`config.mk`:
```
export PLATFORM = sky130hd
export DESIGN_NAME = mem_port_arbiter
export DESIGN_NICKNAME = d
export VERILOG_FILES = /design/src/rtl/mem_port_pkg.sv /design/src/rtl/mem_port_watchdog.sv /design/src/rtl/mem_port_arbiter.sv
export SDC_FILE = /design/constraint.sdc
export NUM_CORES = 1
export LEC_CHECK = 0
export ABC_AREA = 1
export CAP_MARGIN = 20
export CORE_ASPECT_RATIO = 1.2
export CORE_MARGIN = 2
export CORE_UTILIZATION = 45
export CTS_BUF_LIST = sky130_fd_sc_hd__clkbuf_4 sky130_fd_sc_hd__clkbuf_8
export DETAILED_ROUTE_END_ITERATION = 10
export PLACE_DENSITY_LB_ADDON = 0.05
export RECOVER_POWER = 50
export SYNTH_ARGS = -nofsm -noshare
export SYNTH_HDL_FRONTEND = slang
export SYNTH_SLANG_ARGS = --single-unit
```
`constraint.sdc`:
```
create_clock -name clk -period 4.85 [get_ports clk]
set_input_delay 0.97 -clock clk [delete_from_list [all_inputs] [get_ports clk]]
set_output_delay 0.97 -clock clk [all_outputs]
set_load 0.05 [all_outputs]
```
`src/rtl/mem_port_pkg.sv`:
```
// Shared types and constants for the single external memory port arbiter.
package mem_port_pkg;

  typedef enum logic [1:0] {
    MP_IDLE  = 2'd0,
    MP_FETCH = 2'd1,
    MP_DATA  = 2'd2
  } mp_state_t;

  localparam logic [1:0]  SIZE_B   = 2'b00;
  localparam logic [1:0]  SIZE_H   = 2'b01;
  localparam logic [1:0]  SIZE_W   = 2'b10;

  localparam logic [31:0] NOP_INSN = 32'h0000_0013;

endpackage

```
`src/rtl/mem_port_watchdog.sv`:
```
// Grant watchdog: loaded on each grant, counts down on wait cycles and flags
// expiry on the TIMEOUT-th consecutive wait cycle.
module mem_port_watchdog #(
  parameter int unsigned TIMEOUT = 255
) (
  input  logic clk,
  input  logic rst_n,
  input  logic clear,
  input  logic active,
  input  logic ack_n,
  output logic expired
);

  localparam logic [15:0] LOAD = 16'(TIMEOUT - 1);

  logic [15:0] cnt;

  always_ff @(posedge clk or negedge rst_n) begin
    if (!rst_n) begin
      cnt <= '0;
    end else if (clear) begin
      cnt <= LOAD;
    end else if (active && ack_n && (cnt != '0)) begin
      cnt <= cnt - 16'd1;
    end
  end

  // Terminal count reached while still waiting: this edge is the last one.
  assign expired = active & ack_n & (cnt == '0);

endmodule

```
`src/rtl/mem_port_arbiter.sv`:
```
// Shares one registered external memory port between instruction fetch and
// data accesses, data first, alternating on completion, with a watchdog abort.
//
// state    | meaning
// MP_IDLE  | no grant; bus_req low
// MP_FETCH | fetch granted; bus holds if_addr, word read
// MP_DATA  | data granted; bus holds the d_* fields
import mem_port_pkg::*;

module mem_port_arbiter #(
  parameter int unsigned TIMEOUT = 255
) (
  input  logic        clk,
  input  logic        rst_n,
  input  logic        if_req,
  input  logic [31:0] if_addr,
  output logic [31:0] if_rdata,
  output logic        if_ready,
  output logic        if_stall,
  input  logic        d_req,
  input  logic        d_write,
  input  logic [1:0]  d_size,
  input  logic [31:0] d_addr,
  input  logic [31:0] d_wdata,
  output logic [31:0] d_rdata,
  output logic        d_ready,
  output logic        d_stall,
  output logic        bus_req,
  output logic        bus_write,
  output logic [1:0]  bus_size,
  output logic [31:0] bus_addr,
  output logic [31:0] bus_wdata,
  input  logic [31:0] bus_rdata,
  input  logic        bus_ack_n,
  output logic        bus_err
);

  mp_state_t state;
  logic      busy, ack, expired, done;
  logic      if_pend, d_pend, grant_f, grant_d;

  assign if_stall = if_req & ~if_ready;
  assign d_stall  = d_req & ~d_ready;

  // A request whose ready is pulsing right now is the one just served.
  assign if_pend = if_stall;
  assign d_pend  = d_stall;

  assign busy = (state != MP_IDLE);
  assign ack  = ~bus_ack_n;
  assign done = busy & (ack | expired);

  always_comb begin
    grant_f = 1'b0;
    grant_d = 1'b0;
    case (state)
      MP_IDLE: begin
        grant_d = d_pend;
        grant_f = ~d_pend & if_pend;
      end
      MP_FETCH: grant_d = done & d_pend;
      MP_DATA:  grant_f = done & if_pend;
      default: ;
    endcase
  end

  mem_port_watchdog #(.TIMEOUT(TIMEOUT)) u_watchdog (
    .clk     (clk),
    .rst_n   (rst_n),
    .clear   (grant_f | grant_d),
    .active  (busy),
    .ack_n   (bus_ack_n),
    .expired (expired)
  );

  always_ff @(posedge clk or negedge rst_n) begin
    if (!rst_n) begin
      state     <= MP_IDLE;
      bus_req   <= 1'b0;
      bus_write <= 1'b0;
      bus_size  <= 2'b00;
      bus_addr  <= '0;
      bus_wdata <= '0;
      if_rdata  <= '0;
      d_rdata   <= '0;
      if_ready  <= 1'b0;
      d_ready   <= 1'b0;
      bus_err   <= 1'b0;
    end else begin
      if_ready <= 1'b0;
      d_ready  <= 1'b0;

      if (done) begin
        state     <= MP_IDLE;
        bus_req   <= 1'b0;
        bus_write <= 1'b0;
        bus_size  <= 2'b00;
        bus_addr  <= '0;
        bus_wdata <= '0;
        if (state == MP_FETCH) begin
          if_rdata <= ack ? bus_rdata : NOP_INSN;
          if_ready <= 1'b1;
        end else begin
          if (!bus_write) d_rdata <= ack ? bus_rdata : '0;
          d_ready <= 1'b1;
        end
        if (!ack) bus_err <= 1'b1;
      end

      // A grant on a completion edge overrides the return to idle above.
      if (grant_d) begin
        state     <= MP_DATA;
        bus_req   <= 1'b1;
        bus_write <= d_write;
        bus_size  <= d_size;
        bus_addr  <= d_addr;
        bus_wdata <= d_write ? d_wdata : '0;
      end else if (grant_f) begin
        state     <= MP_FETCH;
        bus_req   <= 1'b1;
        bus_write <= 1'b0;
        bus_size  <= SIZE_W;
        bus_addr  <= if_addr;
        bus_wdata <= '0;
      end
    end
  end

endmodule

```
==> flow_summary.yaml <==
run_status:
  status: "finished with violations"
  failed_checks: "max-capacitance violations, max-slew violations"
timing:
  drv_slew: 142
  fin_setup_tns_ns: 0
  finalHoldViolations: 0
  max_freq_ghz: 0.261
  slew_headroom: -0.563
  grt_setup_unrepaired: "false"
  setup_viol: 0
  fin_skew_ns: 0.0103
  fin_crit_ns: 3.83
  tightest_slew_ns: 2.34
  finalCritPeriodShare: 0.790
final_layout:
  final_nets: 1208
  area_growth_pct: 44.4
  antenna_cells: 0
  post-route-util: 0.657
  drive_above_1_share: 0.0518
  design_area_um2: 10200
  fill_cells: 1358
global_routing:
  grt_pass1_vias: 6260
  grt_usage: 0.246
  grt_pass1_wl_um: 32700
  grt_max_degree: 81
  grt_overflow_total: 0
  antenna_found_initial: 0
die:
  std_cell_rows: 50
  die_w_um: 118
  coreArea_um2: 15500
  start_util: 0.455
  fp.dieH_um: 141
  die-area_um2: 16600
  ios: 273
critical_path:
  r2r_end: "bus_wdata[31]"
  timing.rr.start: "u_watchdog.cnt[0]"
  required_ns: 5.23
  rr_worst_depth: 10
  worst_setup_path_start_kind: "primary input"
  worstSetupStartpoint: "d_req"
  critical_path_class: "primary input to register"
  arrival_ns: 4.21
  r2r_slack_ns: 1.40
  cp-end-kind: "register"
  cp_max_fo: 33
synth:
  ys_seq_area_frac: 0.544
  avgSynthCellArea_um2: 8.48
  synthFlopType: "dfrtp_1"
  syn_area_um2: 7030
  synthesis.nets: 967
  ys_warn_count: 0
  syn_inst: 829
  yosysUniqueCellTypes: 32
  synth_edf_count: 0
  ys_ff_latch: 153
  async_reset_ff_frac: 1.00
detailed_routing:
  drcViolationCount: 0
  drt_pre_antenna_iters: 5
  wire_per_inst_um: 15.5
  via_per_inst: 5.03
  ant_nets: 0
  routed_wl_um: 20000
  num_vias: 6494
  drtIter0Drc: 388
place:
  gp_congestion: 0.864
  io_buffers: 272
  place_area_um2: 9760
  hpwl_um: 13700
power_and_ir_drop:
  powerDensity_nw_per_um2: 668
  power_mw: 6.78
  ir_drop_mv: 0.349
  p_leak_nw: 4.80
worst_hold_path:
  hold_end: "d_rdata[24]"
  hold_class: "register to register"
  hold_depth: 2
  worst_hold_startpoint: "d_rdata[24]"
clock_network:
  clk_pin_slew_ns: 0.08
  ctsHoldBuffers: 0
  numCtsBuffers: 17
  cts_tree: "done"
  clockBufferDepth: 2
  post_cts_buffers: 0
  ctsResizeCount: 0
  clkLatencyLatePin_ns: 0.45
  clock-sinks: 153
  cts-root-buf: "clkbuf_8"
  ctsHtreeMaxLevel: 4
job:
  cap_violations: 3
[stage by stage]
step | cells | setup WS (ns) | hold WS, ns
floorplan | 829 | 2.33 | 0.489
global placement | 1258 | 1.32 | 0.464
detailed placement | 1258 | 1.29 | 0.472
CTS | 1289 | 1.30 | 0.490
global route | 1290 | 0.658 | 0.510
finish | 1290 | 1.02 | 0.485
[layout make-up]
| class | instances | area (um^2) | area share |
|---|---|---|---|
| Timing Repair Buffer | 280 | 2790 | 0.275 |
| Clock inverter | 7 | 116 | 0.0115 |
| Inverter | 54 | 203 | 0.0200 |
| Clock buffer | 24 | 305 | 0.0301 |
| Sequential cell | 153 | 3830 | 0.377 |
| Tap cell | 208 | 260 | 0.0256 |
| Multi-Input combinational cell | 564 | 2650 | 0.261 |
[layer usage]
metal / vias up / wire [um] / global-route usage
met1: 3039 / 8240 / 0.311
met4: 0 / 282 / 0.0717
met5: - / 0 / 0
li1: 3195 / - / -
met2: 238 / 9750 / 0.401
met3: 22 / 1700 / 0.0870
[cells by family (layout without fill, tap and decap cells)]
logic type,count (synthesis),in the layout,share of synthesized area
flops,153,153,0.544
fa+ha+maj,2,2,0.00356
xor+xnor,4,4,0.00498
compound gates,74,74,0.0541
buf+inv,112,365,0.0747
simple gates,484,484,0.318
[worst max-delay path by stage]
stage	to	cells past startpoint
3_3_place_gp	bus_wdata[25]	9
5_1_grt	d_rdata[17]	4
6_report	bus_wdata[31]	9
3_5_place_dp	bus_wdata[31]	9
4_1_cts	if_stall	5
2_1_floorplan	if_stall	3
[cell usage after synthesis (2+ instances only)]
| cell | instances | share of area |
|---|---|---|
| nand2_1 | 274 | 0.15 |
| dfrtp_1 | 153 | 0.54 |
| nand3_1 | 80 | 0.057 |
| nand4_1 | 73 | 0.065 |
| inv_1 | 51 | 0.027 |
| o21ai_0 | 46 | 0.033 |
| nor2_1 | 37 | 0.020 |
| buf_2 | 29 | 0.021 |
| o21ai_1 | 22 | 0.016 |
| clkbuf_1 | 16 | 0.0085 |
| buf_6 | 7 | 0.011 |
| buf_4 | 4 | 0.0043 |
| nand2_4 | 4 | 0.0064 |
| nor2_4 | 4 | 0.0064 |
| a21oi_1 | 3 | 0.0021 |
| inv_2 | 3 | 0.0016 |
| xnor2_1 | 3 | 0.0037 |
| ha_1 | 2 | 0.0036 |
| nand2_2 | 2 | 0.0018 |
| nand3_4 | 2 | 0.0050 |
| nor2_2 | 2 | 0.0018 |
| or2_1 | 2 | 0.0018 |
[worst max-delay path: stages]
cell and delay [ns]:
clkdlybuf4s50_1 0.45, inv_1 0.03, or2_1 0.25, nor2_4 0.13, buf_4 0.38, nand2_1 0.81, nor2_4 0.93, nand2_1 0.13
nand2_1 0.11
[flip-flops by register name, summed over array words and instances (netlist names), 2 cells and up]
| name | flops |
|---|---|
| bus_addr | 32 |
| bus_wdata | 32 |
| d_rdata | 32 |
| if_rdata | 32 |
| u_watchdog.cnt | 16 |
| bus_size | 2 |
| state | 2 |
[power breakdown]
group,internal [mW],switching [mW]
Sequential,1.73,0.282
Clock,0.570,0.454
Combinational,1.15,2.60
Total,3.45,3.33
[layout by cell type (no fill, tap or decap), types with 3 or more instances in the layout]
cell             synthesis  routed
inv_2                    3       3
nand2_1                274     277
o21ai_0                 46      66
buf_4                    4       5
xnor2_1                  3       3
bufinv_16                0       3
clkbuf_4                 0       4
nor2_4                   4       4
dfrtp_1                153     153
clkdlybuf4s50_1          0     270
a21oi_1                  3       3
nand3_1                 80      80
nor2_1                  37      37
nand4_1                 73      73
clkbuf_8                 0      20
inv_1                   51      51
(Power assumes the default switching activity.)
